`config.mk`:
```
export PLATFORM = sky130hd
export DESIGN_NAME = ifetch16
export DESIGN_NICKNAME = d
export VERILOG_FILES = /design/src/rtl/ifetch16.sv
export SDC_FILE = /design/constraint.sdc
export NUM_CORES = 1
export LEC_CHECK = 0
export CORE_MARGIN = 8
export CORE_UTILIZATION = 40
export DETAILED_ROUTE_END_ITERATION = 8
export PLACE_DENSITY = 0.65
export SYNTH_ARGS = -nofsm -noshare
export SYNTH_HDL_FRONTEND = slang
export SYNTH_SLANG_ARGS = --single-unit
export TNS_END_PERCENT = 100
```
`constraint.sdc`:
```
create_clock -name clk -period 3.4 [get_ports clk]
set_input_delay 0.51 -clock clk [delete_from_list [all_inputs] [get_ports clk]]
set_output_delay 0.51 -clock clk [all_outputs]
set_load 0.02 [all_outputs]
```
`src/rtl/ifetch16.sv`:
```
// ifetch16 -- instruction-fetch front end for the RiSC-16 core.
//
// Issues in-order fetches at the registered PC and drives the PC enable so
// the PC only moves when a fetch is issued or a redirect loads a target.
// Returned instructions are tagged with their PC, buffered in a small FIFO
// and handed to decode over a valid/ready handshake. A redirect flushes the
// buffer and arranges for all responses still in flight to be dropped.
//
// Ports:
//   clk, reset                    clock (rising edge), async active-high reset
//   pc                            current PC from the PC register
//   pc_enable                     PC loads its next value this edge
//   redirect                      one-cycle flush pulse from decode
//   imem_req_valid/ready/addr     fetch request channel (addr == pc)
//   imem_rsp_valid/data           in-order read responses, no backpressure
//   inst_valid/ready/data/pc      buffered instruction towards decode
module ifetch16 #(
   parameter int DEPTH = 2
) (
   input  logic        clk,
   input  logic        reset,
   input  logic [15:0] pc,
   output logic        pc_enable,
   input  logic        redirect,
   output logic        imem_req_valid,
   input  logic        imem_req_ready,
   output logic [15:0] imem_req_addr,
   input  logic        imem_rsp_valid,
   input  logic [15:0] imem_rsp_data,
   output logic        inst_valid,
   input  logic        inst_ready,
   output logic [15:0] inst_data,
   output logic [15:0] inst_pc
);

   localparam int AW = $clog2(DEPTH);
   localparam int CW = AW + 1;

   logic [CW-1:0] in_flight;
   logic [CW-1:0] discard_cnt;
   logic [CW-1:0] fifo_count;
   logic [AW-1:0] tq_wr, tq_rd;
   logic [AW-1:0] fq_wr, fq_rd;
   logic [15:0]   tag_mem   [DEPTH];
   logic [15:0]   fifo_pc   [DEPTH];
   logic [15:0]   fifo_inst [DEPTH];
   logic [CW:0]   credit_sum;
   logic          req_fire;
   logic          rsp_fire;
   logic          rsp_keep;
   logic          pop;

   // Outstanding plus buffered fetches never exceed DEPTH, so every response
   // that is kept is guaranteed a free FIFO slot.
   assign credit_sum     = {1'b0, in_flight} + {1'b0, fifo_count};
   assign imem_req_valid = !reset && !redirect && (credit_sum < (CW+1)'(DEPTH));
   assign imem_req_addr  = pc;
   assign req_fire       = imem_req_valid && imem_req_ready;
   assign pc_enable      = req_fire || (redirect && !reset);

   // A response with nothing outstanding (e.g. straggler across a reset) is
   // ignored entirely. Responses in the redirect cycle are always wrong-path.
   assign rsp_fire = imem_rsp_valid && (in_flight != '0);
   assign rsp_keep = rsp_fire && !redirect && (discard_cnt == '0);

   assign inst_valid = (fifo_count != '0);
   assign pop        = inst_valid && inst_ready;
   assign inst_data  = inst_valid ? fifo_inst[fq_rd] : '0;
   assign inst_pc    = inst_valid ? fifo_pc[fq_rd]   : '0;

   always_ff @(posedge clk or posedge reset) begin
      if (reset) begin
         in_flight   <= '0;
         discard_cnt <= '0;
         tq_wr       <= '0;
         tq_rd       <= '0;
         fq_wr       <= '0;
         fq_rd       <= '0;
         fifo_count  <= '0;
      end else begin
         in_flight <= in_flight + CW'(req_fire) - CW'(rsp_fire);
         if (req_fire) tq_wr <= tq_wr + AW'(1);
         if (rsp_fire) tq_rd <= tq_rd + AW'(1);

         // After a redirect every fetch still outstanding is wrong-path; no
         // request fires in the redirect cycle, so that is exactly the
         // post-edge in_flight. Earlier discards are a subset of these.
         if (redirect)
            discard_cnt <= in_flight - CW'(rsp_fire);
         else if (rsp_fire && (discard_cnt != '0))
            discard_cnt <= discard_cnt - CW'(1);

         if (redirect) begin
            fq_wr      <= '0;
            fq_rd      <= '0;
            fifo_count <= '0;
         end else begin
            if (rsp_keep) fq_wr <= fq_wr + AW'(1);
            if (pop)      fq_rd <= fq_rd + AW'(1);
            fifo_count <= fifo_count + CW'(rsp_keep) - CW'(pop);
         end
      end
   end

   // Storage arrays carry data only; validity lives in the pointers above.
   always_ff @(posedge clk) begin
      if (req_fire) tag_mem[tq_wr] <= pc;
      if (rsp_keep) begin
         fifo_pc[fq_wr]   <= tag_mem[tq_rd];
         fifo_inst[fq_wr] <= imem_rsp_data;
      end
   end

   a_no_overflow : assert property (@(posedge clk) disable iff (reset)
      rsp_keep |-> (fifo_count != CW'(DEPTH)))
      else $error("ifetch16: response pushed into full instruction buffer");

endmodule
```
==> impl_summary.md <==
Cells and area
The finished cells cover between 5000 and 6000 sq um. The top cell types in the final layout, fill and taps aside, are sky130_fd_sc_hd__edfxtp_1, sky130_fd_sc_hd__clkdlybuf4s50_1, sky130_fd_sc_hd__nor2_1. Compared with the post-synthesis result, the final layout area differs by 26.5%.

The count of cells in the finished layout, fillers not included, comes to 490. Cells fill 51.1% of the core in the end. The layout cell share with drive strength beyond 1 is 12.6%.

The count of nets after finishing is 389. The final antenna diode count is 0. The most frequent standard cell in the layout excluding fill and tap cells is sky130_fd_sc_hd__edfxtp_1. The filler cell count in the final layout is 901.

Place
The HPWL reported at the end of detailed placement is 5340 um. Routability-driven placement finished with a final weighted congestion of 0.696. In this run the tool buffered the top-level ports with 88 buffer cells. Summing all placed instances gives a cell area of between 5000 and 6000 sq um. Including well taps, the total number of placed cells is 474.

Power
For this design the ratio of total power to cell area is roughly 640 nW/um^2. Summing internal, switching and leakage power gives 0.00351 W. The largest voltage drop on the vdd net is 296 uV. The analysis attributes to cell leakage a power of roughly 1.8 nW.

Route
For this block, the via count after detailed routing is 2292. The number of DRC violations after detailed-routing iteration 0 is 91. The first detailed-routing pass took 4 iterations.

After detailed routing, the average wire length per cell comes to approximately 16 um. After detailed routing, the number of vias per cell comes to 4.68. The count of nets left with antenna violations after detail routing is 0. After detailed routing, the number of remaining DRC violations is 0.

The total wirelength of the detailed-routed design is 7730 um.

Global routing
The maximum number of pins on one net before global-route repair is 24. The first global-routing pass estimated 12600 um of wire. The number of antenna violations at the first check in global routing is 0. For this run the aggregate overflow at the end of global routing stands at 0. The number of global-route vias before repair came to 2386. The total track usage is 11.3%.

Setup path
The critical path is of the register to output pin type. The nature of the critical path endpoint is an output pin. STA classifies the critical path startpoint as a register. The data required time at the worst endpoint is slightly below 3 ns. The critical-path maximum fanout is 5. The critical path data arrival time is 2.60 ns.

Timing
The setup TNS is 0 ns. Setup violations remaining at the end of the flow were counted as 0. Setup repair after global routing left no endpoint under its margin. The final critical-path required period is 3.11 ns. The number of pins with negative max-slew slack in the final report came to 0. The clock tree skew after final layout is 0.00768 ns. The relative slew slack is between 40% and 50%. The count of endpoints failing hold in the final timing report is 0. The final period utilization is 91.6%. The highest clock rate is 321 MHz. At the pin with the least slew margin, the transition time is a little under 0.9 ns.

Synthesis
Yosys printed 0 warnings. The post-synth design cell area is 4330 sq um. Of all cell types, the one taking the most synthesized area is sky130_fd_sc_hd__edfxtp_1. By area the synthesized netlist is led by sky130_fd_sc_hd__edfxtp_1, sky130_fd_sc_hd__mux2i_1, sky130_fd_sc_hd__dfrtp_1.

For this run, the register share of the synthesized area comes to 72.4%. When the netlist entered floorplanning its net count stood at slightly above 300. Counting flops and latches in the post-synthesis netlist gives 106. The count of distinct cell types in the synthesized netlist is 29. Summed over its instances, the top area cell type makes up 66.6% of the synthesized netlist area. The synthesized area per cell is approximately 16 sq um. The post-synthesis cell count is between 200 and 300.

Worst hold path
The worst hold path belongs to the class register to register.

Floorplanning
The number of cell rows is 38. The floorplan step defined a die boundary enclosing 14400 sq um. The area of the core is 10700 sq um. The height of the die is 120 um. The horizontal extent of the die is 120 um. 89 I/O pins were placed. The initial utilization of the core area, before any placement, comes to 40.4%.

Clocking
TritonCTS built the clock tree. The number of hold buffers added after CTS is 0. The H-tree was split into 3 levels.

The clock reaches the later pin of the worst-skew pair after 0.36 ns. The clock edge transition at the registers on the reported setup and hold paths is about 0.1 ns. The tree is rooted in a sky130_fd_sc_hd__clkbuf_8.

Counting the buffers created by CTS gives 9. The post-CTS setup-driven buffer insertion count is 0. The clock passes through at most 2 buffers. Post-CTS repair changed the size of 0 cells. For this design, the sink count on the clock tree is 106.

Job
The max capacitance violation total is 0.

Run status
The run finished with clean final reports.
through the flow:
stage / setup WS (ns) / hold WS [ns]
4_1_cts: 0.243 / 0.499
5_1_grt: 0.0729 / 0.544
3_3_place_gp: 0.682 / 0.480
3_5_place_dp: 0.682 / 0.479
6_report: 0.286 / 0.494
2_1_floorplan: 0.601 / 0.350
cells in the mapped netlist, drive strengths merged:
cell	count
nand3	2
fa	1
o311ai	1
inv	9
or4	2
o2111ai	1
o21ai	3
xor2	3
o2bb2ai	1
and2	1
nor4b	1
nor4	1
mux2	16
nor2	38
o221ai	1
and3	1
nor2b	3
nand2	3
dfrtp	10
mux2i	32
buf	26
edfxtp	96
o211ai	1
nor3b	3
ha	5
xnor2	5
worst max-delay path: stages, from the launching register on:
cell                              delay, ns
sky130_fd_sc_hd__dfrtp_1               0.42
sky130_fd_sc_hd__inv_1                 0.07
sky130_fd_sc_hd__nor2_1                0.13
sky130_fd_sc_hd__fa_1                  0.46
sky130_fd_sc_hd__nor4_4                0.26
sky130_fd_sc_hd__nand2_1               0.16
sky130_fd_sc_hd__o21ai_0               0.11
sky130_fd_sc_hd__clkdlybuf4s50_1       0.63
path summary, 6_finish.rpt:
check / start / slack, ns / cells past startpoint / to
setup / recovery: fifo_count[0] / 0.29 / 7 / pc_enable
hold / removal: tq_wr / 0.49 / 1 / tq_wr
setup reg to reg: fifo_count[0] / 0.90 / 5 / tag_mem[1][12]
hold reg to reg: tq_wr / 0.49 / 1 / tq_wr
max in group asynchronous: reset / 2.56 / 2 / fq_rd
min in group asynchronous: reset / 0.54 / 2 / discard_cnt[1]
cell families after synthesis:
logic type / share of synthesized area, %
flops: 72.4
simple gates: 6.19
mux: 11.6
xor+xnor: 1.62
fa+ha+maj: 1.91
buf+inv: 4.89
compound gates: 1.42
metal layers:
metal	up-vias	GRT usage, %	share of wire [%]
met2	53	19.9	53
met3	11	2.82	4.3
li1	1120	-	-
met4	0	5.39	1.9
met1	1108	12.4	41
met5	-	0	0
cell type report:
| cell class | instances | area (sq um) | area share [%] |
|---|---|---|---|
| Clock buffer | 9 | 124 | 2.26 |
| Clock inverter | 7 | 60.1 | 1.10 |
| Inverter | 9 | 33.8 | 0.617 |
| Multi-Input combinational cell | 125 | 993 | 18.2 |
| Sequential cell | 106 | 3130 | 57.3 |
| Tap cell | 140 | 175 | 3.20 |
| Timing Repair Buffer | 94 | 951 | 17.4 |
sequential cells by signal, indices dropped and copies added, names as in the netlist, 2 cells and up:
register,flops
tag_mem,32
fifo_inst,32
in_flight,2
fifo_pc,32
discard_cnt,2
fifo_count,2
report_power, final:
| part | internal (W) | switching, W |
|---|---|---|
| sequential | 0.00160 | 0.000128 |
| clock | 0.000282 | 0.000438 |
| combinational | 0.000526 | 0.000538 |
| total | 0.00241 | 0.00110 |
Power figures use the tool's default switching activity.
==> variant 1: new RTL, same settings <==
Change the parameter `DEPTH` from 2 to 4.
--- a/src/rtl/ifetch16.sv
+++ b/src/rtl/ifetch16.sv
@@ -15,7 +15,7 @@
 //   imem_rsp_valid/data           in-order read responses, no backpressure
 //   inst_valid/ready/data/pc      buffered instruction towards decode
 module ifetch16 #(
-   parameter int DEPTH = 2
+   parameter int DEPTH = 4
 ) (
    input  logic        clk,
    input  logic        reset,
Formal check against the unedited RTL: not equivalent (Yosys sat finds a counterexample within 4 cycles, from zero or initial values and one cycle with reset high).
==> variant 1 against the original RTL <==
  * Wire length up 89%
  * Setup slack better by 0.017 ns
  * Sequential share of layout area up 3.8 points
  * Largest power group unchanged
  * Via count up 72%
  * Synthesized area up 94%
  * Sequential cell count up 103
  * Design area up 85%
  * Clock power rose to 2.9 times the old value
  * Power up 110%
  * Critical path type unchanged
  * Global-route usage about the same
==> variant 1: results (changes against the original RTL) <==
[yosys]
synth_edf_count = 192  ; +100%
syn-num-nets = 475  ; +53%
yosysWarnings = 0  ; unchanged
synthTopCellsByCount = edfxtp_1, mux4_2, nor2b_1
yosysSeqAreaShare_pct = 73.62  ; +1.2 points
async_flop_share_pct = 8.134  ; -1.3 points
synth_cell_types = 38  ; +31%
synth_area_leaders = edfxtp_1, mux4_2, dfrtp_1

[final_layout]
layout-drive-gt1-share_pct = 19.16  ; +6.6 points
antenna_cells = 0  ; unchanged
top_regs = fifo_inst: 64 flops, fifo_pc: 64 flops, tag_mem: 64 flops
nets = 566  ; +46%
fillCellCount = 1730  ; +92%

[die]
core_area_um2 = 20820  ; +95%

[global_routing]
grt_max_degree = 34  ; +42%
grt_use_total_pct = 11.28  ; about the same
grt_pass1_vias = 4316  ; +81%
grt_antenna_before_repair = 0  ; unchanged
grt_pass1_wl_mm = 23.18  ; +84%

[clock_network]
postCtsSetupBuffers = 0  ; unchanged
cts_made_buffers = 21  ; +12
clk_pin_slew_ns = 0.06  ; -0.04 ns
clock_path_buffers = 3  ; +1
post_cts_resize_count = 0  ; unchanged
cts_max_level = 1  ; -2
root_buffer = clkbuf_16
insertion_delay_ns = 0.49  ; +0.13 ns

[timing]
skew_ns = 0.01641  ; +0.008727 ns
tightestPinTransition_ns = 0.7483  ; -0.1346 ns

[drt]
viasPerCell = 4.944  ; +5.7%
drtPass1Iterations = 4  ; unchanged
dr.first_iter.drc_count = 202  ; +120%
postRouteWirelength_mm = 14.61  ; +89%

[worst_hold_path]
hold_path.class = input pin to asynchronous set/reset pin

[placement]
gp_congestion = 0.7731  ; +11%
numPortBuffers = 88  ; unchanged
dp_hpwl_mm = 9.138  ; +71%

[power_and_ir_drop]
p_sw_mw = 2.128  ; +93%
ir_drop_mv = 0.3035  ; +2.7%
p_leak_nw = 3.356  ; +85%

[setup_path]
cp_max_fo = 7  ; +2

[status]
outcome = complete, no violations

[variant 1: cell types whose count changed in the layout (fill, tap and decap cells not counted), moves of 10 or more]
cell       before  now
edfxtp_1       96  192
mux4_2          0   48
mux2i_1        32    0
nor2_1         37    6
nor2b_1         2   33
clkbuf_16       0   21
mux2_2         16    1
ha_1            5   18
buf_4           4   14
[variant 1: worst max-delay path, cell delays in order (launching register included)]
cell and delay [ns]:
dfrtp_1 0.49, ha_1 0.24, nor3_1 0.20, and4_1 0.36
inv_1 0.09, o21ai_0 0.08, clkdlybuf4s50_1 0.63
[variant 1: cells by family after synthesis]
group | Yosys count | share of synthesized area, %
AOI/OAI and AO/OA | 16 | 1.250
xor gates and xnor gates | 10 | 1.041
DFF | 209 | 73.62
and+or+nand+nor | 61 | 4.360
buffers and inverters | 52 | 3.586
muxes | 49 | 12.99
adders and majority gates | 20 | 3.154
[variant 1: worst paths after layout]
kind | startpoint | to | slack [ns] | cells after the start
setup reg to reg | fifo_count[1] | in_flight[2] | 0.89 | 9
max in group asynchronous | reset | fq_rd[0] | 2.44 | 2
hold / removal | reset | in_flight[1] | 0.47 | 2
setup / recovery | fifo_count[1] | pc_enable | 0.30 | 6
hold reg to reg | tq_wr[1] | tq_wr[1] | 0.58 | 1
min in group clk | tq_wr[1] | tq_wr[1] | 0.58 | 1
[variant 1: area by class of cell]
type / instances / share of cell area (%)
tap: 275 / 3.393
sequential: 209 / 61.07
clock buffer: 23 / 5.255
inverter: 18 / 0.6662
timing repair buffer: 102 / 9.721
clock inverter: 14 / 0.8882
multi-input combinational: 156 / 19.01
[variant 1: per-layer routing]
metal  vias up  wire length, um  global-route usage (%)
li1       1798                -                       -
met4         0              357                   3.620
met5         -                0                       0
met2       106             7395                   19.71
met1      2008             6045                   13.55
met3        28              815                   2.672
[variant 1: power by group through the flow]
stage          Combinational, mW  Sequential (mW)  Clock, mW
5_1_grt                     2.37             3.27       2.24
4_1_cts                     2.23             3.25       2.14
3_3_place_gp                2.17             3.29          0
6_report                    2.17             3.25       2.08
3_5_place_dp                2.22             3.31          0
2_1_floorplan               1.53             3.21          0
[variant 1: metrics by stage]
stage | util (%) | setup slack (ns) | cell area, um^2 | std cells
after global routing | 48.71 | 0.1238 | 10140 | 797
after detailed placement | 45.72 | 0.5504 | 9519 | 760
after floorplan | - | 1.133 | 8409 | 417
after global placement | 45.72 | 0.6193 | 9519 | 760
after CTS | 48.71 | 0.2448 | 10140 | 797
final | 48.71 | 0.3037 | 10140 | 797
==> variant 2: new RTL, config.mk and constraints unchanged <==
Made on the original files. Make the reset (`reset`) synchronous in one clocked block. Comments in the files are not updated.
--- a/src/rtl/ifetch16.sv
+++ b/src/rtl/ifetch16.sv
@@ -68,7 +68,7 @@
    assign inst_data  = inst_valid ? fifo_inst[fq_rd] : '0;
    assign inst_pc    = inst_valid ? fifo_pc[fq_rd]   : '0;
 
-   always_ff @(posedge clk or posedge reset) begin
+   always_ff @(posedge clk) begin
       if (reset) begin
          in_flight   <= '0;
          discard_cnt <= '0;
Check against the original RTL: differs if reset is asserted again (counterexample within 4 cycles, from zero or initial values and one cycle with reset high); with reset held inactive, the same outputs for 4 cycles.
==> variant 2 against the original RTL <==
  * Non-clock buffer count up 1
  * Sequential cell count up 2
  * Critical path type unchanged
  * Largest cell class unchanged
  * Setup slack worse by 0.021 ns
  * Synthesized cell count up 3.4%
  * Design area up 0.50%
  * Critical endpoint unchanged
  * Wire length up 1.9%
  * Clock skew up 0.0037 ns
  * Core utilization up 0.26 points
  * Synthesized area about the same
Power is not compared: it rests on default switching activity, and its combinational part moved more than twofold at a synthesized area within 25%.
==> variant 2: results (changes against the original RTL) <==
[status]
outcome = complete, no violations

[clock_network]
post_cts_resize_count = 0  ; unchanged
clk_pin_slew_ns = 0.10  ; about the same
cts_max_level = 3  ; unchanged
root_buffer = clkbuf_8
postCtsSetupBuffers = 0  ; unchanged
cts_made_buffers = 9  ; unchanged
insertion_delay_ns = 0.36  ; about the same
clock_path_buffers = 2  ; unchanged

[final_layout]
top_regs = fifo_inst: 32 flops, fifo_pc: 32 flops, tag_mem: 32 flops
nets = 398  ; +2.3%
layout-drive-gt1-share_pct = 12.57  ; about the same
antenna_cells = 0  ; unchanged

[setup_path]
slowest_delay_ns = 0.63  ; about the same
crit_arrival_ns = 2.62  ; +0.02 ns
cp_max_fo = 4  ; -1
path_delay_family = buffers and inverters
crit_path_top_delay_cell = clkdlybuf4s50_1

[drt]
avgRoutedWirePerCell_um = 15.81  ; +0.29%
viasPerCell = 4.616  ; -1.3%
dr.first_iter.drc_count = 87  ; -4.4%
drtPass1Iterations = 4  ; unchanged

[yosys]
syn-num-nets = 320  ; +3.2%
synth_area_leaders = edfxtp_1, mux2i_1, dfxtp_1
synth_cell_types = 29  ; unchanged
yosysWarnings = 0  ; unchanged
yosysSeqAreaShare_pct = 72.22  ; -0.19 points
async_flop_share_pct = 0  ; -9.4 points
synth_edf_count = 96  ; unchanged
synthTopCellsByCount = edfxtp_1, nor2_1, mux2i_1, buf_4, mux2_2
synth-main-ff-cell = edfxtp_1

[global_routing]
grt_pass1_vias = 2513  ; +5.3%
grt_antenna_before_repair = 0  ; unchanged
grt_use_total_pct = 11.22  ; -0.055 points
grt_max_degree = 34  ; +42%
grt_pass1_wl_mm = 12.65  ; +0.60%

[placement]
numPortBuffers = 88  ; unchanged
gp_congestion = 0.7865  ; +13%
pre_cts_slack_ns = 0.4665  ; -0.2155 ns
dp_hpwl_mm = 5.228  ; -2.1%

[timing]
tightestPinTransition_ns = 0.8479  ; -0.03494 ns
skew_ns = 0.01140  ; +0.003719 ns

[worst_hold_path]
hold_path.class = flip-flop to flip-flop

[power_and_ir_drop]
p_leak_nw = 1.827
ir_drop_mv = 0.2945
p_sw_mw = 0.7256

[variant 2: cell count changes after synthesis, moves of 2 or more]
| cell | delta |
|---|---|
| dfrtp_1 | -10 |
| dfxtp_1 | +12 |
| buf_4 | -3 |
| xnor2_1 | -3 |
| nor3b_1 | -2 |
| nand3_1 | -2 |
| nor3_1 | +4 |
| or4_1 | -2 |
| mux2i_1 | +2 |
| and2_1 | +2 |
| nor2_1 | +3 |
| clkbuf_1 | +5 |
| nor2b_1 | -2 |
[variant 2: through the flow]
step                hold slack [ns]  std cells  area [um^2]
finish                       0.5132        498         5499
global route                 0.5508        498         5499
CTS                          0.5107        498         5499
detailed placement           0.4922        482         5298
global placement             0.4855        482         5298
floorplan                    0.4461        275         4324
[variant 2: layout make-up]
cell class	count	area, um^2
Clock inverter	6	73.82
Multi-Input combinational cell	129	1015
Fill cell	933	5199
Sequential cell	108	3124
Inverter	10	37.54
Timing Repair Buffer	95	945.9
Tap cell	140	175.2
Clock buffer	10	127.6
[variant 2: path summary, 6_finish.rpt]
kind | startpoint | endpoint | slack (ns) | cells after the start
setup / recovery | fifo_count[0] | pc_enable | 0.27 | 6
hold / removal | tq_rd | tq_rd | 0.51 | 2
setup reg to reg | fifo_count[0] | in_flight[1] | 0.85 | 10
hold reg to reg | tq_rd | tq_rd | 0.51 | 2
[variant 2: power groups by stage]
stage	sequential [mW]	combinational (mW)	clock, mW
after floorplan	1.62	0.328	0
after global placement	1.66	0.457	0
final	1.63	0.465	0.780
after global routing	1.65	0.515	0.860
after detailed placement	1.67	0.469	0
after CTS	1.64	0.474	0.799
[variant 2: per-layer routing]
metal  GRT usage [%]  wire length, um  vias up
li1                -                -     1128
met1           12.97             3355     1098
met2           19.00             3959       65
met3           3.429              437        8
met4           4.684              121        0
met5               0                0        -
[variant 2: worst register-to-register path, stage by stage, from the launching register on]
cell and delay, ns:
dfxtp_1 0.45, and2_1 0.18, fa_1 0.45, nor4_4 0.27, nand2_1 0.17, ha_1 0.31
inv_1 0.04, ha_1 0.17, xor2_1 0.15, and2_1 0.15, nor3_1 0.13
[variant 2: kinds of logic (layout without fill, tap and decap cells)]
| family | Yosys count | in the layout | share of synthesized area [%] |
|---|---|---|---|
| AO/OA/AOI/OAI | 8 | 8 | 1.215 |
| XOR/XNOR | 6 | 6 | 1.215 |
| adder cells (fa/ha/maj) | 7 | 7 | 2.199 |
| buffers and inverters | 38 | 121 | 4.890 |
| flip-flops | 108 | 108 | 72.22 |
| multiplexers | 50 | 50 | 12.04 |
| AND/OR/NAND/NOR | 58 | 58 | 6.222 |
